<file path="src/rtl/rf_wb_arbiter.sv">
// rf_wb_arbiter
//   Shares the register file's single write port among NUM_SRC writeback
//   requesters. It has a round-robin arbiter, a registered write stage and a
//   per-register pending scoreboard that feeds decode hazard detection.
//
//   Optional build macro: RF_WB_ARB_FIXED_PRIO_EN. When it is defined, the
//   arbiter uses fixed priority (lowest index wins) and has no `last` state.
//
// Ports
//   clk, rst     : clock (rising edge) and asynchronous active-high reset
//   src_valid    : per-requester writeback request
//   src_addr     : packed destination registers, slice i = [i*AW +: AW]
//   src_data     : packed write data, slice i = [i*REG_WIDTH +: REG_WIDTH]
//   src_ready    : combinational one-hot grant (zero while in reset)
//   issue_valid  : an instruction writing issue_rd is issued this cycle
//   issue_rd     : destination of the issued instruction
//   rf_we        : registered write enable to the register file
//   rf_waddr     : registered write address
//   rf_wdata     : registered write data
//   pending      : scoreboard, bit r set = register r awaits writeback
//
// Handshake: a transfer happens in any cycle where src_valid[i] && src_ready[i].
//   A requester keeps valid, addr and data stable until it is accepted.
//   There is no other backpressure.
module rf_wb_arbiter #(
  parameter int REG_WIDTH = 64,
  parameter int REG_COUNT = 32,
  parameter int NUM_SRC   = 3,
  localparam int AW       = $clog2(REG_COUNT)
) (
  input  logic                          clk,
  input  logic                          rst,
  input  logic [NUM_SRC-1:0]            src_valid,
  input  logic [NUM_SRC*AW-1:0]         src_addr,
  input  logic [NUM_SRC*REG_WIDTH-1:0]  src_data,
  output logic [NUM_SRC-1:0]            src_ready,
  input  logic                          issue_valid,
  input  logic [AW-1:0]                 issue_rd,
  output logic                          rf_we,
  output logic [AW-1:0]                 rf_waddr,
  output logic [REG_WIDTH-1:0]          rf_wdata,
  output logic [REG_COUNT-1:0]          pending
);

  logic [NUM_SRC-1:0]   grant;
  logic                 found;
  logic                 xfer;
  logic [AW-1:0]        sel_addr;
  logic [REG_WIDTH-1:0] sel_data;
  logic [REG_COUNT-1:0] pend_next;

`ifdef RF_WB_ARB_FIXED_PRIO_EN
  // Fixed priority: the lowest-indexed valid requester wins.
  always_comb begin
    grant = '0;
    found = 1'b0;
    for (int i = 0; i < NUM_SRC; i++) begin
      if (!found && src_valid[i]) begin
        found    = 1'b1;
        grant[i] = 1'b1;
      end
    end
  end
`else
  localparam int LW = $clog2(NUM_SRC);

  logic [LW-1:0] last;
  logic [LW-1:0] win;

  // Round-robin: the search starts just after the last winner.
  always_comb begin
    grant = '0;
    found = 1'b0;
    win   = last;
    for (int k = 1; k <= NUM_SRC; k++) begin
      if (!found && src_valid[(int'(last) + k) % NUM_SRC]) begin
        found = 1'b1;
        grant[(int'(last) + k) % NUM_SRC] = 1'b1;
        win   = LW'((int'(last) + k) % NUM_SRC);
      end
    end
  end

  // The pointer moves only on a real transfer. The reset value NUM_SRC-1
  // gives src0 first priority.
  always_ff @(posedge clk or posedge rst) begin
    if (rst)       last <= LW'(NUM_SRC - 1);
    else if (xfer) last <= win;
  end
`endif

  // Grants are suppressed during reset so that no transfer can be lost.
  assign src_ready = rst ? '0 : grant;
  assign xfer      = |src_ready;

  // The grant is one-hot, so an OR-reduction mux is enough.
  always_comb begin
    sel_addr = '0;
    sel_data = '0;
    for (int i = 0; i < NUM_SRC; i++) begin
      if (src_ready[i]) begin
        sel_addr = sel_addr | src_addr[i*AW +: AW];
        sel_data = sel_data | src_data[i*REG_WIDTH +: REG_WIDTH];
      end
    end
  end

  // Scoreboard next state. The set is applied after the clear so that a newly
  // issued instruction keeps ownership of its destination.
  always_comb begin
    pend_next = pending;
    if (rf_we) pend_next[rf_waddr] = 1'b0;
    if (issue_valid && (issue_rd != '0)) pend_next[issue_rd] = 1'b1;
    pend_next[0] = 1'b0;
  end

  // Write stage. A write to x0 is accepted but rf_we stays low.
  // The address and data hold their values when no transfer occurs.
  always_ff @(posedge clk or posedge rst) begin
    if (rst) begin
      rf_we    <= 1'b0;
      rf_waddr <= '0;
      rf_wdata <= '0;
      pending  <= '0;
    end else begin
      rf_we   <= xfer && (sel_addr != '0);
      pending <= pend_next;
      if (xfer) begin
        rf_waddr <= sel_addr;
        rf_wdata <= sel_data;
      end
    end
  end

endmodule

</file>
<file path="config.mk">
export PLATFORM = sky130hd
export DESIGN_NAME = rf_wb_arbiter
export DESIGN_NICKNAME = d
export VERILOG_FILES = /design/src/rtl/rf_wb_arbiter.sv
export SDC_FILE = /design/constraint.sdc
export NUM_CORES = 1
export LEC_CHECK = 0
export CAP_MARGIN = 20
export CORE_MARGIN = 5
export CORE_UTILIZATION = 37
export DETAILED_ROUTE_END_ITERATION = 10
export PLACE_DENSITY = 0.93
export SETUP_SLACK_MARGIN = 0.05
export SLEW_MARGIN = 10
export SYNTH_ARGS = -nofsm -noshare
export SYNTH_HDL_FRONTEND = slang
export SYNTH_SLANG_ARGS = --single-unit
</file>
<file path="constraint.sdc">
create_clock -name clk -period 6.3 [get_ports clk]
set_input_delay 0.63 -clock clk [delete_from_list [all_inputs] [get_ports clk]]
set_output_delay 0.63 -clock clk [all_outputs]
set_load 0.02 [all_outputs]
</file>
==> metrics.txt, run 1 <==
Rel. slew slack 47.14%; initial antenna violation count 0; vias in the first global route 5637; clock root buffer clkbuf_16; Net count, final 953; Worst EP arrival 3620 ps; leakage 3.414 nW; sequential fraction of the synthesis area 51.42%; hold_buf cts 0; #FFs+latches synth 103; layout cell share with drive strength beyond 1 5.163%; Post-DRT Antenna Nets 0; Initial Util 37.87%; final instance area 8622 µm²; Horiz. Die Dim 126.4 µm; Fill cells 998; top_reg_cell synth dfrtp_1; critical path launch point type input port; Reg2Reg Setup Slack 2590 ps; final worst slack 2052 ps; Final Util 65.11%; maximum clock frequency 235.4 MHz; final global-route overflow total 0; GRT Resource Usage Total 25.69%; max_cap viols 0; CTS Sinks 103; setup tns final 0 ps; Num CTS Buffers 9; final WL 21470 µm; RSZ-0062 raised after global routing no; detailed router's first-iteration violation count 604; Post-Syn Area 5015 µm²; post-CTS repair timing setup buffer count 0; Post-DP Area 8339 µm²; Mapped Nets 650; Worst Max-Slew Pin Slew 792.9 ps; CP max FO 57; Clock Pin Slew Worst Setup and Hold Paths 70 ps; Die ar. 15980 µm²; Place WS 1952 ps; first-pass GRT wire length 32330 µm; asr flop ratio synth 100.0%; number of setup violations in the final report 0; Final min period 4248 ps; Core Rows 42; Ant. Diodes 0; core area 13240 µm²; Clock Latency Late Sink 340 ps; Fin. Hold Viols 0; fin crit share 67.43%; placed cell count 896; worst hold path class flop to flop; Design Power 4.438 mW; Clock Path Buffers 2; Synth cell types 46; status complete, no violations; Hold Slack 511.5 ps; Syn Area/Cell 11.72 µm²; Worst Setup Path Type input port to output port; CTS H-tree lvls 3; Post-synth EDFFs 0; routability congestion estimate from global placement 0.9579; fin. max-slew vios 0; Post-DP HPWL 16540 µm; CP Data Required Time 5670 ps; via count 5446; Setup Skew 4.987 ps; Die Y 126.4 µm; vias per inst 5.971; DRC Markers 0; PD cells 514.7 nW/µm²; io pins 323; PortBufs 321; Pre-antenna DRT Iters 5; pin count of the biggest net entering global routing 72; Yosys warnings 0; Worst setup EP type output port; post-CTS resize count 0; CTS tree yes; Area Growth Syn to Fin 71.93%; fin cells 912; average wire per cell in the routed design 23.54 µm; worst vdd ir 0.2322 mV; Mapped Cells 428
## registers in the layout, summed over array words and instances (netlist names)
signal / flops
last: 2
rf_we: 1
pending: 31
rf_wdata: 64
rf_waddr: 5
## layout make-up
| type | count | area, µm² | share of cell area, % |
|---|---|---|---|
| timing repair buffer | 327 | 3258 | 37.79 |
| sequential | 103 | 2579 | 29.91 |
| multi-input combinational | 284 | 2257 | 26.18 |
| clock buffer | 9 | 225.2 | 2.612 |
| tap | 176 | 220.2 | 2.554 |
| clock inverter | 7 | 57.56 | 0.6675 |
| inverter | 6 | 25.02 | 0.2902 |
## metal layers
layer	wire (µm)	part of all wire [%]	track usage, %	up-vias
li1	-	-	-	2361
met1	8037	37	31.88	2681
met2	10600	49	42.78	367
met3	2201	10	7.818	37
met4	633	2.9	8.580	0
met5	0	0	0	-
## where the power goes
| part | leakage [nW] | switching [mW] | internal, mW |
|---|---|---|---|
| logic | 2.07 | 1.36 | 1.29 |
| registers | 1.21 | 0.251 | 1.01 |
| clock network | 0.134 | 0.256 | 0.273 |
## cells by family (layout without fill, tap and decap cells)
kind of cell | after synthesis | in the layout | share of synthesized area (%)
AOI/OAI and AO/OA | 222 | 222 | 36.20
adders and majority gates | 4 | 4 | 0.9980
buffers and inverters | 41 | 349 | 3.867
DFF | 103 | 103 | 51.42
muxes | 4 | 4 | 0.8732
other | 1 | 1 | 0.07478
and+or+nand+nor | 53 | 53 | 6.562
## path summary, 6_finish.rpt
kind                             from      endpoint  cells after the start
setup reg to reg              last[1]   rf_waddr[3]                     10
hold reg to reg            pending[6]    pending[6]                      2
max in group asynchronous         rst  rf_wdata[20]                      3
hold / removal             pending[6]    pending[6]                      2
setup / recovery                  rst  src_ready[0]                      6
min in group asynchronous         rst   pending[19]                      2
## critical path, cell delays in order
cell             delay (ps)
clkdlybuf4s50_1         600
inv_4                   550
buf_4                   680
nand2_1                 190
mux2i_4                 260
clkdlybuf4s50_1         670
## synthesized netlist by cell type (2+ instances only)
cell	count	area, µm²
nand3b_1	11	82.58
buf_4	3	22.52
a22o_1	69	604.3
a21o_1	3	22.52
a221o_1	68	680.7
nand3_1	6	30.03
clkbuf_1	9	33.78
ha_1	4	50.05
nand2b_1	2	12.51
or3b_2	4	35.03
a22oi_1	2	15.01
nor2_1	6	22.52
nor3b_1	2	15.01
mux2i_1	3	30.03
o21ai_0	62	310.3
inv_1	6	22.52
a21oi_1	3	15.01
buf_2	23	115.1
nor2b_1	3	18.77
or3_1	2	12.51
nand2_1	8	30.03
dfrtp_1	102	2552
or2_2	4	25.02
## cell usage in the layout (no fill, tap or decap), types with 2 or more instances in the layout
| cell | synthesis | routed |
|---|---|---|
| clkdlybuf4s50_1 | 0 | 321 |
| dfrtp_1 | 102 | 102 |
| a22o_1 | 69 | 69 |
| a221o_1 | 68 | 68 |
| o21ai_0 | 62 | 62 |
| nand3b_1 | 11 | 11 |
| clkbuf_16 | 0 | 9 |
| nand2_1 | 8 | 8 |
| nand3_1 | 6 | 6 |
| nor2_1 | 6 | 6 |
| buf_4 | 3 | 6 |
| inv_1 | 6 | 5 |
| or2_2 | 4 | 4 |
| or3b_2 | 4 | 4 |
| ha_1 | 4 | 4 |
| nor2b_1 | 3 | 3 |
| a21o_1 | 3 | 3 |
| mux2i_1 | 3 | 3 |
| a21oi_1 | 3 | 3 |
| nand2b_1 | 2 | 2 |
| or3_1 | 2 | 2 |
| a22oi_1 | 2 | 2 |
| nor3b_1 | 2 | 2 |
| clkinv_4 | 0 | 2 |
| clkinvlp_4 | 0 | 2 |
Note: power is estimated with default switching activity, not from simulation.
==> run 2: changes to the inputs <==
--- a/config.mk
+++ b/config.mk
@@ -7,9 +7,9 @@
 export LEC_CHECK = 0
 export CAP_MARGIN = 20
 export CORE_MARGIN = 5
-export CORE_UTILIZATION = 37
+export CORE_UTILIZATION = 33
 export DETAILED_ROUTE_END_ITERATION = 10
-export PLACE_DENSITY = 0.93
+export PLACE_DENSITY = 0.88
 export SETUP_SLACK_MARGIN = 0.05
 export SLEW_MARGIN = 10
 export SYNTH_ARGS = -nofsm -noshare
==> constraint.sdc (replaced) <==
create_clock -name clk -period 3.58 [get_ports clk]
set_input_delay 0.358 -clock clk [delete_from_list [all_inputs] [get_ports clk]]
set_output_delay 0.358 -clock clk [all_outputs]
set_load 0.02 [all_outputs]
==> metrics.txt, run 2 (synthesis gave the netlist of run 1 again) <==
storage element area 2579 µm² (unchanged); fin crit share 95.35%; detailed router's first-iteration violation count 347 (-43%); Post-DRT Antenna Nets 0 (unchanged); commonest cells after routing, fill and taps aside 321 x clkdlybuf4s50_1, 102 x dfrtp_1, 69 x a22o_1; Horiz. Die Dim 133.3 µm (+5.4%); status complete, no violations; fin. max-slew vios 0 (unchanged); CTS Sinks 103 (unchanged); hold_buf cts 0 (unchanged); setup tns final 0 ps (unchanged); Biggest register rf_wdata; clock root buffer clkbuf_16; vias per inst 5.693 (-4.7%); Worst EP arrival 3060 ps (-560 ps); routability congestion estimate from global placement 0.8765 (-8.5%); worst vdd ir 0.5811 mV (+150%); initial antenna violation count 0 (unchanged); Fin. Hold Viols 0 (unchanged); Net count, final 961 (+0.84%); Initial Util 33.36% (-4.5 points); fin cells 932 (+2.2%); average wire per cell in the routed design 22.25 µm (-5.5%); number of setup violations in the final report 0 (unchanged); max_cap viols 0 (unchanged); CP Cell Sequence inv_1 > ha_1 > a22o_1 > a211oi_2 > a31oi_2 > o41ai_4 > clkdlybuf4s50_1; GRT Resource Usage Total 21.99% (-3.7 points); via count 5306 (-2.6%); CP bufs+invs 2 (-2); Post-DP Area 8401 µm² (+0.74%); Reg2Reg Setup Slack 310 ps (-2280 ps); Clock Latency Late Sink 340 ps (about the same); maximum clock frequency 292.9 MHz; layout cell share with drive strength beyond 1 6.183% (+1.0 points); critical path launch point type flop; Largest register FFs 64 (unchanged); crit-path leading delay family compound AO/OA/AOI/OAI gates; Clock Path Buffers 2 (unchanged); r2r startpoint last[0]; Pre-antenna DRT Iters 5 (unchanged); Multi-input gate area 2257 µm² (unchanged); Worst path slowest cell clkdlybuf4s50_1; CP Data Required Time 3220 ps (-2450 ps); worst hold path class flop to flop; CTS tree yes; Area Growth Syn to Fin 74.20%; Ant. Diodes 0 (unchanged); PortBufs 321 (unchanged); RSZ-0062 raised after global routing no; delay of the slowest critical-path stage 700 ps (+20 ps); worst hold start pending[21]; Num CTS Buffers 9 (unchanged); Clock Pin Slew Worst Setup and Hold Paths 70 ps (about the same); Final min period 3414 ps; Fill cells 1249 (+25%); Rel. slew slack 38.62% (-8.5 points); Setup Skew 6.531 ps (+1.544 ps); Core Rows 45 (+7.1%); Worst Max-Slew Pin Slew 920.6 ps (+127.8 ps); largest registers rf_wdata x64, pending x31, rf_waddr x5; final instance area 8736 µm² (+1.3%); CP max FO 7 (-88%); placed cell count 914 (+2.0%); io pins 323 (unchanged); pin count of the biggest net entering global routing 71 (-1.4%); final global-route overflow total 0 (unchanged); Post-DP HPWL 16120 µm (-2.6%); vias in the first global route 5572 (-1.2%); commonest non-fill, non-tap cell in the layout clkdlybuf4s50_1; Die ar. 17760 µm² (+11%); leakage 3.472 nW (+1.7%); Die Y 133.3 µm (+5.4%); core area 15030 µm² (+14%); CTS H-tree lvls 3 (unchanged); DRC Markers 0 (unchanged); Setup crit start last[1]; PD cells 912.7 nW/µm² (+77%); Worst Setup Path Type flop to output port; first-pass GRT wire length 30770 µm (-4.8%); final WL 20740 µm (-3.4%); Worst setup EP type output port
-- run 2: changes by cell type in the layout (fill, tap and decap cells not counted), sizes merged --
cell,change
buf,+8
bufinv,+2
inv,-2
-- run 2: layer usage --
| layer | track usage (%) | vias up | wire length (µm) | part of all wire, % |
|---|---|---|---|---|
| li1 | - | 2376 | - | - |
| met3 | 6.647 | 36 | 1755 | 8.5 |
| met4 | 6.457 | 0 | 469 | 2.3 |
| met5 | 0 | - | 0 | 0 |
| met2 | 38.35 | 293 | 10520 | 51 |
| met1 | 26.25 | 2601 | 7994 | 39 |
-- run 2: worst paths after layout --
path | to | depth (start not counted)
worst max-delay path | src_ready[2] | 7
worst min-delay path | pending[21] | 2
worst max register to register | rf_wdata[15] | 10
worst min register to register | pending[21] | 2
max in group asynchronous | rf_wdata[15] | 3
min in group asynchronous | last[0] | 3
-- run 2: through the flow --
| step | total power [mW] | worst slack, ps | util (%) | hold WS, ps |
|---|---|---|---|---|
| floorplan | 4.858 | -67.83 | - | 504.0 |
| global placement | 6.789 | 384.1 | 55.88 | 487.5 |
| detailed placement | 6.928 | 271.7 | 55.88 | 493.3 |
| CTS | 8.005 | 53.05 | 58.01 | 513.8 |
| global route | 8.404 | 57.34 | 58.11 | 525.0 |
| finish | 7.974 | 166.3 | 58.11 | 509.6 |
-- run 2: power by group --
group	internal, mW	switching [mW]
Sequential	1.77	0.436
Combinational	2.30	2.40
Clock	0.614	0.444
Total	4.69	3.28
-- run 2: layout make-up --
type	count	share of cell area [%]
inverter	6	0.3008
sequential	103	29.52
tap	188	2.693
multi-input combinational	284	25.84
timing repair buffer	335	37.98
clock buffer	9	2.578
clock inverter	7	1.089
-- run 2: repair_timing --
item | 4_1_cts | 5_1_grt
gates resized for setup | 0 | 0
buffers inserted | 0 | 2
endpoints found under the setup margin | 0 | 1
-- run 2: tightest hold or removal path: stages, from the launching register on --
cell	delay, ps
dfrtp_1	340
o21ai_0	70
o21ai_0	70
==> run 3: changes to the inputs <==
--- a/config.mk
+++ b/config.mk
@@ -11,6 +11,7 @@
 export DETAILED_ROUTE_END_ITERATION = 10
 export PLACE_DENSITY = 0.88
 export SETUP_SLACK_MARGIN = 0.05
+export SKIP_LAST_GASP = 1
 export SLEW_MARGIN = 10
 export SYNTH_ARGS = -nofsm -noshare
 export SYNTH_HDL_FRONTEND = slang
==> results of run 3 <==
Same layout as run 2: the final DEF is identical, and so are final timing and power.
